==> src/rtl/fxp_div_seq_pkg.sv <==
// Shared fixed-point format for the ALU datapath: sign-magnitude, 1 sign, I integer, F fraction bits.
package fxp_pkg;

    localparam int W = 32;
    localparam int F = 15;
    localparam int I = W - 1 - F;

    typedef struct packed {
        logic         sign;
        logic [I-1:0] int_part;
        logic [F-1:0] frac;
    } fxp_t;

    localparam logic [W-2:0] FXP_MAX_MAG = '1;

    typedef enum logic [1:0] {
        IDLE = 2'd0,
        DIV  = 2'd1,
        DONE = 2'd2
    } state_t;

endpackage

==> src/rtl/fxp_div_seq_step.sv <==
// One restoring-division step: shift in the next dividend bit, subtract the divisor if it fits.
module fxp_div_step #(
    parameter int W = 32
) (
    input  logic [W-2:0] rem,
    input  logic         next_bit,
    input  logic [W-2:0] divisor,
    output logic [W-2:0] rem_next,
    output logic         q_bit
);

    logic [W-1:0] t;
    logic [W-1:0] diff;

    // rem < divisor holds on entry, so the kept remainder always fits in W-1 bits
    always_comb begin
        t        = {rem, next_bit};
        diff     = t - {1'b0, divisor};
        q_bit    = (t >= {1'b0, divisor});
        rem_next = q_bit ? diff[W-2:0] : t[W-2:0];
    end

endmodule

==> src/rtl/fxp_div_seq.sv <==
// Sequential sign-magnitude fixed-point divider, one quotient bit per clock, start/done handshake.
module fxp_div_seq #(
    parameter int W = fxp_pkg::W,
    parameter int F = fxp_pkg::F
) (
    input  logic         clk,
    input  logic         rst,
    input  logic         start,
    input  logic [W-1:0] a,
    input  logic [W-1:0] b,
    output logic         busy,
    output logic         done,
    output logic [W-1:0] result,
    output logic         div_by_zero,
    output logic         overflow
);
    import fxp_pkg::*;

    localparam int IW = W - 1 - F;
    localparam int CW = $clog2(W);

    state_t        state;
    logic [W-2:0]  rem;
    logic [W-2:0]  sh;
    logic [W-2:0]  divisor;
    logic          sgn;
    logic [CW-1:0] cnt;

    logic [W-2:0]  mag_a;
    logic [W-2:0]  mag_b;
    logic          s_in;
    logic [W-2:0]  rem_nxt;
    logic          q_bit;
    logic [W-2:0]  q_nxt;

    assign mag_a = a[W-2:0];
    assign mag_b = b[W-2:0];
    assign s_in  = a[W-1] ^ b[W-1];

    fxp_div_step #(.W(W)) u_step (
        .rem      (rem),
        .next_bit (sh[W-2]),
        .divisor  (divisor),
        .rem_next (rem_nxt),
        .q_bit    (q_bit)
    );

    // sh holds remaining dividend bits at the top and collected quotient bits at the bottom
    assign q_nxt = {sh[W-3:0], q_bit};

    always_ff @(posedge clk or posedge rst) begin
        if (rst) begin
            state       <= IDLE;
            busy        <= 1'b0;
            done        <= 1'b0;
            result      <= '0;
            div_by_zero <= 1'b0;
            overflow    <= 1'b0;
            rem         <= '0;
            sh          <= '0;
            divisor     <= '0;
            sgn         <= 1'b0;
            cnt         <= '0;
        end else begin
            case (state)
                IDLE: begin
                    if (start) begin
                        div_by_zero <= 1'b0;
                        overflow    <= 1'b0;
                        sgn         <= s_in;
                        divisor     <= mag_b;
                        busy        <= 1'b1;
                        if (mag_b == '0) begin
                            result      <= {s_in & (mag_a != '0), {(W-1){1'b1}}};
                            div_by_zero <= 1'b1;
                            done        <= 1'b1;
                            state       <= DONE;
                        end else if ((mag_a >> IW) >= mag_b) begin
                            result   <= {s_in, {(W-1){1'b1}}};
                            overflow <= 1'b1;
                            done     <= 1'b1;
                            state    <= DONE;
                        end else begin
                            rem   <= mag_a >> IW;
                            sh    <= {mag_a[W-2-F:0], {F{1'b0}}};
                            cnt   <= CW'(W - 2);
                            state <= DIV;
                        end
                    end
                end
                DIV: begin
                    rem <= rem_nxt;
                    sh  <= q_nxt;
                    cnt <= cnt - 1'b1;
                    if (cnt == '0) begin
                        result <= {sgn & (q_nxt != '0), q_nxt};
                        done   <= 1'b1;
                        state  <= DONE;
                    end
                end
                DONE: begin
                    done  <= 1'b0;
                    busy  <= 1'b0;
                    state <= IDLE;
                end
                default: begin
                    done  <= 1'b0;
                    busy  <= 1'b0;
                    state <= IDLE;
                end
            endcase
        end
    end

endmodule

==> config.mk <==
export PLATFORM = sky130hd
export DESIGN_NAME = fxp_div_seq
export DESIGN_NICKNAME = d
export VERILOG_FILES = /design/src/rtl/fxp_div_seq_pkg.sv /design/src/rtl/fxp_div_seq_step.sv /design/src/rtl/fxp_div_seq.sv
export SDC_FILE = /design/constraint.sdc
export NUM_CORES = 1
export LEC_CHECK = 0
export BUFFER_PORTS_ARGS = -buffer_cell sky130_fd_sc_hd__buf_2
export CAP_MARGIN = 5
export CORE_UTILIZATION = 63
export CTS_CLUSTER_DIAMETER = 100
export DETAILED_ROUTE_END_ITERATION = 8
export PLACE_DENSITY = 0.86
export SLEW_MARGIN = 5
export SYNTH_ARGS = -nofsm -noshare
export SYNTH_HDL_FRONTEND = slang
export SYNTH_SLANG_ARGS = --single-unit
export TNS_END_PERCENT = 20
==> constraint.sdc <==
create_clock -name clk -period 12.7 [get_ports clk]
set_input_delay 1.27 -clock clk [delete_from_list [all_inputs] [get_ports clk]]
set_output_delay 1.27 -clock clk [all_outputs]
set_load 0.01 [all_outputs]
==> flow_metrics.tcl, run 1 <==
set metrics [dict create \
    finalSetupTns_ps 0 \
    combPwrFrac_pct 56.4 \
    clk_latency_ps 430 \
    root_buffer "clkbuf_16" \
    critPathCaptureType "flip-flop" \
    worst-slew-pin-transition_ps 1234 \
    synthFlopType "dfrtp_1" \
    swShare_pct 44.53 \
    synth_edf_count 0 \
    synth.distinct_cells 64 \
    worstPathArrival_ps 4130 \
    hold_buffers 0 \
    yosysTopAreaCell "dfrtp_1" \
    clkPwrFrac_pct 15.8 \
    intPower_uw 1572 \
    path_clk_slew_ps 60 \
    ant_nets 0 \
    io_pins 103 \
    maxCapViolCount 0 \
    die-area_mm2 0.01331 \
    critical_path.cell_chain "buf_2 > inv_1 > ha_1 > nand2b_1 > a21o_1 > a21oi_1 > o21ai_0 > a2111oi_4 > nor2_4 > buf_4 > mux2i_1 > a21oi_1" \
    cts_buffers 17 \
    cts_max_path_buffers 2 \
    die_w_um 115.4 \
    via_per_inst 6.082 \
    crit_type "input port to flip-flop" \
    num_vias 7152 \
    grtUsageTotal_pct 31.07 \
    drt_iter0_drc 532 \
    layout-drive-gt1-share_pct 15.24 \
    startpoint "a[16]" \
    grt_pass1_wl_um 31870 \
    period_share_pct 30.58 \
    netlist_instances 909 \
    syn_area_mm2 0.008098 \
    ys_async_sr_fraction_pct 100.0 \
    ff2ff_setup_slack_ps 9160 \
    max_freq_ghz 0.2575 \
    syn_to_final_growth_pct 14.18 \
    ys_seq_area_share_pct 42.34 \
    port_buffers 102 \
    antennaDiodeCount 0 \
    skew_ps 8.148 \
    cts_tree "yes" \
    layout.nets 1110 \
    worstSetupStartpointType "input port" \
    hpwlAfterDp_um 13590 \
    antenna_found_initial 0 \
    globalRoute.totalOverflow 0 \
    avgSynthCellArea_um2 8.908 \
    start_util_pct 64.43 \
    grt_max_degree 96 \
    yosys-top-cells-area "dfrtp_1 42%, mux2i_1 8.3%, ha_1 7.4%" \
    status "finished, final reports clean" \
    n_fill_cell 918 \
    worst_path_most_repeated_cell "a21oi_1" \
    leakage_uw 0.004265 \
    p_switching_uw 1262 \
    post_cts_resized 0 \
    worstPathRequired_ps 12950 \
    pwr-share-seq_pct 27.8 \
    synthesis.nets 1025 \
    crit_slowest_cell "buf_4" \
    worstPathMaxFanout 44 \
    setup_violations 0 \
    htreeDepth 4 \
    powerDensity_mw_per_mm2 306.5 \
    hold_viol 0 \
    ys_ff_latch 137 \
    timing.slew.headroom_pct 17.55 \
    rsz0062_at_grt "false" \
    place.gp.congestion 0.9032 \
    yosys.area.top_type_share_pct 42.34 \
    postCtsSetupRepairBufs 0 \
    grt_pass1_vias 6700 \
    num_rows 41 \
    wl_per_cell_um 17.04 \
    timing.rr.start "divisor[0]$_DFFE_PP0P_" \
    cts.sinks 137 \
    min_period_ps 3884 \
    core-area_mm2 0.01257 \
    synth_warnings 0 \
    vdd_drop_max_mv 0.1754 \
    hold_path_class "flip-flop to flip-flop" \
    finalWirelength_um 20040 \
    drc_errors 0 \
    min_from "div_by_zero$_DFFE_PP0P_" \
    firstDrtPassIters 7 \
    maxSlewViolCount 0 \
    die_h_um 115.4 \
    max_stage_delay_ps 620 \
    hold_ws_ps 490.2 \
]
cell type report:
cell class / count / area [µm²] / share of cell area, %
timing repair buffer: 108 / 555.5 / 6.008
inverter: 60 / 230.2 / 2.490
multi-input combinational: 670 / 4299 / 46.50
clock buffer: 21 / 440.4 / 4.763
clock inverter: 8 / 77.57 / 0.8390
sequential: 137 / 3428 / 37.08
tap: 172 / 215.2 / 2.327
final timing paths:
check,depth (start not counted),to
max,12,sh[20]$_DFFE_PP0P_
min,2,div_by_zero$_DFFE_PP0P_
max reg2reg,11,rem[11]$_DFFE_PP0P_
min reg2reg,2,div_by_zero$_DFFE_PP0P_
max in group asynchronous,3,divisor[25]$_DFFE_PP0P_
min in group asynchronous,2,divisor[3]$_DFFE_PP0P_
worst max-delay path: cells and delay by family:
family,cells,cell delay (ps)
AOI/OAI and AO/OA,5,1040
adders and majority gates,1,260
buffers and inverters,3,780
muxes,1,290
and+or+nand+nor,2,460
power by group through the flow:
stage	Sequential (µW)	Clock [µW]	Combinational [µW]
2_1_floorplan	765	0	1230
3_3_place_gp	779	0	1510
3_5_place_dp	784	0	1560
4_1_cts	782	449	1580
5_1_grt	810	469	1770
6_report	788	448	1600
synth_stat cells (all sizes together) (7+ instances only):
| library cell | n |
|---|---|
| a211oi | 7 |
| nand2 | 106 |
| dfrtp | 137 |
| inv | 60 |
| o21ai | 73 |
| a21oi | 91 |
| xnor2 | 12 |
| nand3 | 26 |
| nor2 | 86 |
| nand4 | 13 |
| nand2b | 8 |
| nor4 | 22 |
| xor2 | 14 |
| a21o | 15 |
| clkbuf | 30 |
| mux2i | 67 |
| ha | 48 |
| nor3 | 10 |
| buf | 12 |
flip-flops by register name, indices dropped and copies added, names as in the netlist:
| name | count |
|---|---|
| cnt | 5 |
| divisor | 31 |
| sgn | 1 |
| done | 1 |
| state | 2 |
| div_by_zero | 1 |
| result | 32 |
| busy | 1 |
| rem | 31 |
| overflow | 1 |
| sh | 31 |
logic make-up (layout without fill, tap and decap cells):
| kind of cell | count (synthesis) | in the layout | synth area share (%) |
|---|---|---|---|
| DFF | 137 | 137 | 42.34 |
| muxes | 69 | 69 | 8.606 |
| adders and majority gates | 49 | 49 | 7.664 |
| AOI/OAI and AO/OA | 226 | 226 | 16.52 |
| buffers and inverters | 102 | 197 | 5.053 |
| and+or+nand+nor | 300 | 300 | 17.01 |
| xor gates and xnor gates | 26 | 26 | 2.812 |
through the flow:
stage,total power [µW],cell area [µm²],worst slack (ps),cells,utilization [%]
after floorplan,1992,8098,7762,909,-
after global placement,2289,8728,8715,1147,69.45
after detailed placement,2342,8728,8539,1147,69.45
after CTS,2811,9246,8885,1176,73.57
after global routing,3052,9246,8689,1176,73.57
final,2834,9246,8816,1176,73.57
per-layer routing:
metal  GRT usage, %  wire length (µm)  vias to the layer above
met5              0                 0                        -
met4          15.84               705                        0
met3          5.640              1268                       67
met2          49.78              9475                      281
met1          40.55              8593                     3428
li1               -                 -                     3376
layout by cell type, fill, tap and decap left out, types with 5 or more instances in the layout:
master,Yosys,layout
dfrtp_1,137,137
nand2_1,105,105
buf_2,6,102
a21oi_1,90,90
nor2_1,86,84
o21ai_0,71,71
mux2i_1,67,67
inv_1,60,59
ha_1,48,48
nand3_1,26,26
nor4_1,22,22
clkbuf_16,0,17
a21o_1,15,15
xor2_1,14,14
nand4_1,13,13
xnor2_1,12,12
nor3_1,10,10
nand2b_1,8,7
a211oi_1,6,6
a31oi_1,6,6
buf_4,1,6
nor2b_1,6,5
No activity file was read; power rests on OpenSTA's default activity.
==> run 2: changes to the inputs <==
--- a/config.mk
+++ b/config.mk
@@ -7,10 +7,10 @@
 export LEC_CHECK = 0
 export BUFFER_PORTS_ARGS = -buffer_cell sky130_fd_sc_hd__buf_2
 export CAP_MARGIN = 5
-export CORE_UTILIZATION = 63
+export CORE_UTILIZATION = 59
 export CTS_CLUSTER_DIAMETER = 100
 export DETAILED_ROUTE_END_ITERATION = 8
-export PLACE_DENSITY = 0.86
+export PLACE_DENSITY = 0.81
 export SLEW_MARGIN = 5
 export SYNTH_ARGS = -nofsm -noshare
 export SYNTH_HDL_FRONTEND = slang
==> constraint.sdc (replaced) <==
create_clock -name clk -period 4.05 [get_ports clk]
set_input_delay 0.405 -clock clk [delete_from_list [all_inputs] [get_ports clk]]
set_output_delay 0.405 -clock clk [all_outputs]
set_load 0.01 [all_outputs]
==> flow_metrics.tcl, run 2 (same netlist as run 1, synthesis figures left out) <==
set metrics [dict create \
    status "finished, final reports clean" \
    die_h_um 119.2 \
    layout.nets 1113 \
    grt_pass1_wl_um 32190 \
    drt_iter0_drc 560 \
    crit_slowest_cell "fa_1" \
    layout_commonest_cell "dfrtp_1" \
    die-area_mm2 0.01420 \
    swShare_pct 44.02 \
    period_share_pct 78.24 \
    vdd_drop_max_mv 0.5563 \
    p_switching_uw 3943 \
    via_per_inst 5.848 \
    worstPathMaxFanout 14 \
    met2_usage_pct 44.95 \
    grt_max_degree 138 \
    worst_path_most_repeated_cell "mux2i_1" \
    globalRoute.totalOverflow 0 \
    maxCapViolCount 0 \
    antennaDiodeCount 0 \
    worstPathRequired_ps 4290 \
    root_buffer "clkbuf_16" \
    finalSetupTns_ps 0 \
    num_vias 6936 \
    grt_pass1_vias 6587 \
    max_stage_delay_ps 410 \
    post_cts_resized 0 \
    hold_ws_ps 194.0 \
    combPwrFrac_pct 55.6 \
    drc_errors 0 \
    crit_type "flip-flop to flip-flop" \
    place.gp.congestion 0.8944 \
    layout_common_cells "137 x dfrtp_1, 105 x nand2_1, 102 x buf_2, 90 x a21oi_1, 84 x nor2_1" \
    maxSlewViolCount 0 \
    path_clk_slew_ps 60 \
    hold_path_class "input port to asynchronous set/reset pin" \
    grt_busiest_layer "met2" \
    worst-slew-pin-transition_ps 1126 \
    critPathCaptureType "flip-flop" \
    cts_max_path_buffers 2 \
    cts_tree "yes" \
    pwr-share-seq_pct 27.5 \
    max_freq_ghz 0.3156 \
    grtUsageTotal_pct 28.51 \
    cts_buffers 17 \
    worstPathArrival_ps 3410 \
    postCtsSetupRepairBufs 0 \
    hold_viol 0 \
    firstDrtPassIters 5 \
    die_w_um 119.2 \
    io_pins 103 \
    timing.slew.headroom_pct 24.96 \
    powerDensity_mw_per_mm2 958.4 \
    skew_ps 6.782 \
    htreeDepth 4 \
    wl_per_cell_um 16.28 \
    gr-usage-met3_pct 5.699 \
    intPower_uw 5016 \
    worstSetupStartpointType "flip-flop" \
    hold_buffers 0 \
    ant_nets 0 \
    min_period_ps 3169 \
    clk_latency_ps 420 \
    hpwlAfterDp_um 13320 \
    finalWirelength_um 19310 \
    clkPwrFrac_pct 16.9 \
    antenna_found_initial 0 \
    port_buffers 102 \
    setup_violations 0 \
    met1_usage_pct 39.66 \
    num_rows 42 \
    largest_reg_flops 32 \
    core-area_mm2 0.01330 \
    path_buf_inv 2 \
    cts.sinks 137 \
    leakage_uw 0.004313 \
    crit_family "compound AO/OA/AOI/OAI gates" \
    final_util_pct 70.31 \
    rsz0062_at_grt "false" \
    critical_path.cell_chain "inv_1 > ha_1 > fa_1 > nand2b_1 > a211oi_1 > o211ai_2 > nand2_2 > o311a_1 > or2_1 > buf_4 > mux2i_1 > mux2i_1" \
    start_util_pct 60.91 \
    layout-drive-gt1-share_pct 16.14 \
    syn_to_final_growth_pct 15.44 \
    top_register "result" \
]
[run 2: final cells by class]
cell class	count	area, µm²
clock buffers	20	466.7
clock inverters	12	113.9
fillers	1046	3948
inverters	60	229.0
multi-input cells	670	4299
flip-flops and latches	137	3428
well taps	176	220.2
repair buffers	111	590.6
[run 2: worst min-delay path: stages]
cell and delay (ps):
buf_2 110, clkinvlp_4 70, buf_12 520
[run 2: worst paths after layout]
check	end	cells past startpoint	slack, ps	from
worst max-delay path	rem[7]$_DFFE_PP0P_	12	880	sh[30]$_DFFE_PP0P_
worst min-delay path	divisor[5]$_DFFE_PP0P_	3	190	rst
worst max register to register	rem[7]$_DFFE_PP0P_	12	880	sh[30]$_DFFE_PP0P_
worst min register to register	sgn$_DFFE_PP0P_	2	490	sgn$_DFFE_PP0P_
max in group asynchronous	divisor[13]$_DFFE_PP0P_	3	3310	rst
min in group clk	divisor[22]$_DFFE_PP0P_	3	200	b[22]
[run 2: layer usage]
layer | part of all wire, % | routed length [µm] | vias to the layer above
met3 | 5.5 | 1058 | 27
met5 | 0 | 0 | -
met2 | 46 | 8969 | 232
met4 | 1.7 | 328 | 0
li1 | - | - | 3395
met1 | 46 | 8953 | 3282
[run 2: power by group through the flow]
| stage | Combinational (µW) | Sequential [µW] | Clock (µW) |
|---|---|---|---|
| after global routing | 5570 | 2530 | 1600 |
| after CTS | 4950 | 2450 | 1530 |
| after global placement | 4750 | 2450 | 0 |
| final | 4980 | 2460 | 1520 |
| after floorplan | 3850 | 2400 | 0 |
| after detailed placement | 4870 | 2460 | 0 |
[run 2: per-stage QoR]
step	setup slack (ps)	cells	total power, µW	instance area, µm²
2_1_floorplan	1316	909	6248	8102
3_3_place_gp	951.8	1154	7194	8767
3_5_place_dp	849.6	1154	7336	8767
4_1_cts	868.4	1186	8931	9348
5_1_grt	664.7	1186	9700	9348
6_report	881.1	1186	8959	9348
==> run 3: changes to the inputs <==
--- a/config.mk
+++ b/config.mk
@@ -5,12 +5,13 @@
 export SDC_FILE = /design/constraint.sdc
 export NUM_CORES = 1
 export LEC_CHECK = 0
+export ABC_AREA = 1
 export BUFFER_PORTS_ARGS = -buffer_cell sky130_fd_sc_hd__buf_2
 export CAP_MARGIN = 5
-export CORE_UTILIZATION = 59
+export CORE_UTILIZATION = 54
 export CTS_CLUSTER_DIAMETER = 100
 export DETAILED_ROUTE_END_ITERATION = 8
-export PLACE_DENSITY = 0.81
+export PLACE_DENSITY = 0.77
 export SLEW_MARGIN = 5
 export SYNTH_ARGS = -nofsm -noshare
 export SYNTH_HDL_FRONTEND = slang
==> constraint.sdc (replaced) <==
create_clock -name clk -period 2.9 [get_ports clk]
set_input_delay 0.29 -clock clk [delete_from_list [all_inputs] [get_ports clk]]
set_output_delay 0.29 -clock clk [all_outputs]
set_load 0.01 [all_outputs]
==> flow_metrics.tcl, run 3 <==
set metrics [dict create \
    drc_errors 0 \
    clkPwrFrac_pct 15.0 \
    num_rows 46 \
    hold_buffers 1 \
    synth.distinct_cells 40 \
    crit_type "flip-flop to flip-flop" \
    synthTopCellsByCount "413 x nand2_1, 173 x inv_1, 137 x dfrtp_1, 137 x nand3_1, 120 x nor2_1" \
    rsz0062_at_grt "false" \
    cts_buffers 17 \
    path_clk_slew_ps 70 \
    cts_max_path_buffers 2 \
    largest_reg_flops 32 \
    ant_nets 0 \
    hpwlAfterDp_um 18100 \
    multi_input_area_mm2 0.004725 \
    grtUsageTotal_pct 29.86 \
    max_freq_ghz 0.3810 \
    globalRoute.totalOverflow 0 \
    finalWirelength_um 24590 \
    die-area_mm2 0.01725 \
    worstPathRequired_ps 3250 \
    antennaDiodeCount 0 \
    htreeDepth 4 \
    via_per_inst 5.386 \
    hold_ws_ps 76.43 \
    num_vias 8800 \
    worstSetupStartpointType "flip-flop" \
    avgSynthCellArea_um2 6.874 \
    grt_pass1_vias 8460 \
    die_h_um 131.3 \
    hold_path_class "input port to flip-flop" \
    drt_iter0_drc 789 \
    syn_to_final_growth_pct 14.31 \
    synthesis.nets 1430 \
    worst-slew-pin-transition_ps 756.9 \
    io_pins 103 \
    yosysTopAreaCell "dfrtp_1" \
    instances_no_fill 1634 \
    wl_per_cell_um 15.05 \
    cts_tree "yes" \
    layout_common_cells "413 x nand2_1, 172 x inv_1, 137 x nand3_1, 137 x dfrtp_1, 119 x nor2_1" \
    swShare_pct 50.83 \
    min_period_ps 2625 \
    firstDrtPassIters 5 \
    status "finished, final reports clean" \
    layout.nets 1521 \
    dp_cells 1601 \
    worstPathArrival_ps 2980 \
    ys_seq_area_share_pct 37.96 \
    pwr-share-seq_pct 24.1 \
    postCtsSetupRepairBufs 0 \
    vdd_drop_max_mv 0.6305 \
    grt_pass1_wl_um 41280 \
    p_switching_uw 7117 \
    start_util_pct 56.05 \
    combPwrFrac_pct 60.9 \
    root_buffer "clkbuf_16" \
    finalSetupTns_ps 0 \
    critPathCaptureType "flip-flop" \
    yosys.area.top_type_share_pct 37.96 \
    clk_latency_ps 430 \
    leakage_uw 0.005658 \
    synthFlopType "dfrtp_1" \
    powerDensity_mw_per_mm2 1356 \
    die_w_um 131.3 \
    hold_viol 0 \
    intPower_uw 6885 \
    skew_ps 14.43 \
    layout_commonest_cell "nand2_1" \
    antenna_found_initial 0 \
    cts.sinks 137 \
    yosysMostFrequentCell "nand2_1" \
    maxSlewViolCount 0 \
    setup_violations 0 \
    synth_warnings 0 \
    grt_max_degree 68 \
    maxCapViolCount 0 \
    period_share_pct 90.51 \
    yosys-top-cells-area "dfrtp_1 38%, nand2_1 17%, nand3_1 7.6%" \
    post_cts_resized 0 \
    timing.slew.headroom_pct 49.54 \
    n_fill_cell 1500 \
    layout-drive-gt1-share_pct 12.48 \
    ff_latch_area_mm2 0.003428 \
    netlist_instances 1314 \
    place.gp.congestion 0.9615 \
    syn_area_mm2 0.009032 \
    synth_edf_count 0 \
    top_register "result" \
    core-area_mm2 0.01612 \
    ys_ff_latch 137 \
    ys_async_sr_fraction_pct 100.0 \
    port_buffers 102 \
    worstPathMaxFanout 24 \
]
==> run 3: changes by cell type in the layout (fill, tap and decap cells not counted), moves of 7 or more <==
cell      before  now
xnor2_1       12    3
o21ai_1        2   17
nand4_1       13   34
nand3_1       26  137
nor2_1        84  119
mux2i_1       67    0
a21oi_1       90   31
inv_1         59  172
nand2b_1       7    0
a21o_1        15    3
nor4_1        22   13
nand2_1      105  413
==> run 3: layout make-up <==
class | count | area share (%)
clock buffer | 20 | 4.326
clock inverter | 12 | 1.127
sequential | 137 | 33.20
timing repair buffer | 117 | 6.423
tap | 216 | 2.618
multi-input combinational | 953 | 45.76
inverter | 179 | 6.544
==> run 3: metal layers <==
layer | vias up | track usage (%) | routed length [µm]
met3 | 44 | 5.054 | 1522
met2 | 322 | 48.85 | 11380
li1 | 4383 | - | -
met5 | - | 0 | 0
met1 | 4051 | 39.98 | 11140
met4 | 0 | 10.40 | 545
==> run 3: power groups by stage <==
stage | logic [µW] | clock network [µW] | registers (µW)
6_report | 8530 | 2100 | 3380
5_1_grt | 9670 | 2190 | 3480
4_1_cts | 8460 | 2120 | 3370
3_5_place_dp | 8380 | 0 | 3390
3_3_place_gp | 8240 | 0 | 3360
2_1_floorplan | 6280 | 0 | 3380
==> run 3: logic make-up (layout without fill, tap and decap cells) <==
group | count (synthesis) | after routing | synth area share [%]
simple gates | 755 | 755 | 35.95
buf+inv | 224 | 328 | 9.821
flops | 137 | 137 | 37.96
compound gates | 132 | 132 | 7.757
fa+ha+maj | 49 | 49 | 6.871
xor+xnor | 17 | 17 | 1.649
==> run 3: final timing paths <==
path | start | end | slack, ps | depth (start not counted)
max in group asynchronous | rst | divisor[30]$_DFFE_PP0P_ | 1830 | 4
min in group asynchronous | rst | divisor[7]$_DFFE_PP0P_ | 370 | 3
setup / recovery | divisor[0]$_DFFE_PP0P_ | rem[22]$_DFFE_PP0P_ | 280 | 15
setup reg to reg | divisor[0]$_DFFE_PP0P_ | rem[22]$_DFFE_PP0P_ | 280 | 15
hold reg to reg | cnt[0]$_DFFE_PP0P_ | cnt[0]$_DFFE_PP0P_ | 470 | 1
hold / removal | b[6] | divisor[6]$_DFFE_PP0P_ | 80 | 3
==> run 3: per-stage QoR <==
step	total power, µW	utilization, %	instance area (µm²)	setup slack (ps)
6_report	14000	64.07	10320	275.3
2_1_floorplan	9665	-	9036	805.6
5_1_grt	15340	64.07	10320	77.01
3_3_place_gp	11610	60.51	9752	440.2
3_5_place_dp	11770	60.51	9752	332.4
4_1_cts	13940	64.07	10320	317.1
==> run 3: critical path, cell delays in order (launching register included) <==
cell and delay [ps]:
dfrtp_1 390, ha_1 230, fa_1 410, inv_1 80
nand3_1 70, nand2_1 130, nand2_1 60, nand2_1 110
nand2_1 100, nand3_2 90, nand2_4 170, nand2_8 230
nand2_2 110, inv_2 190, nand3_1 100, nand3_1 70
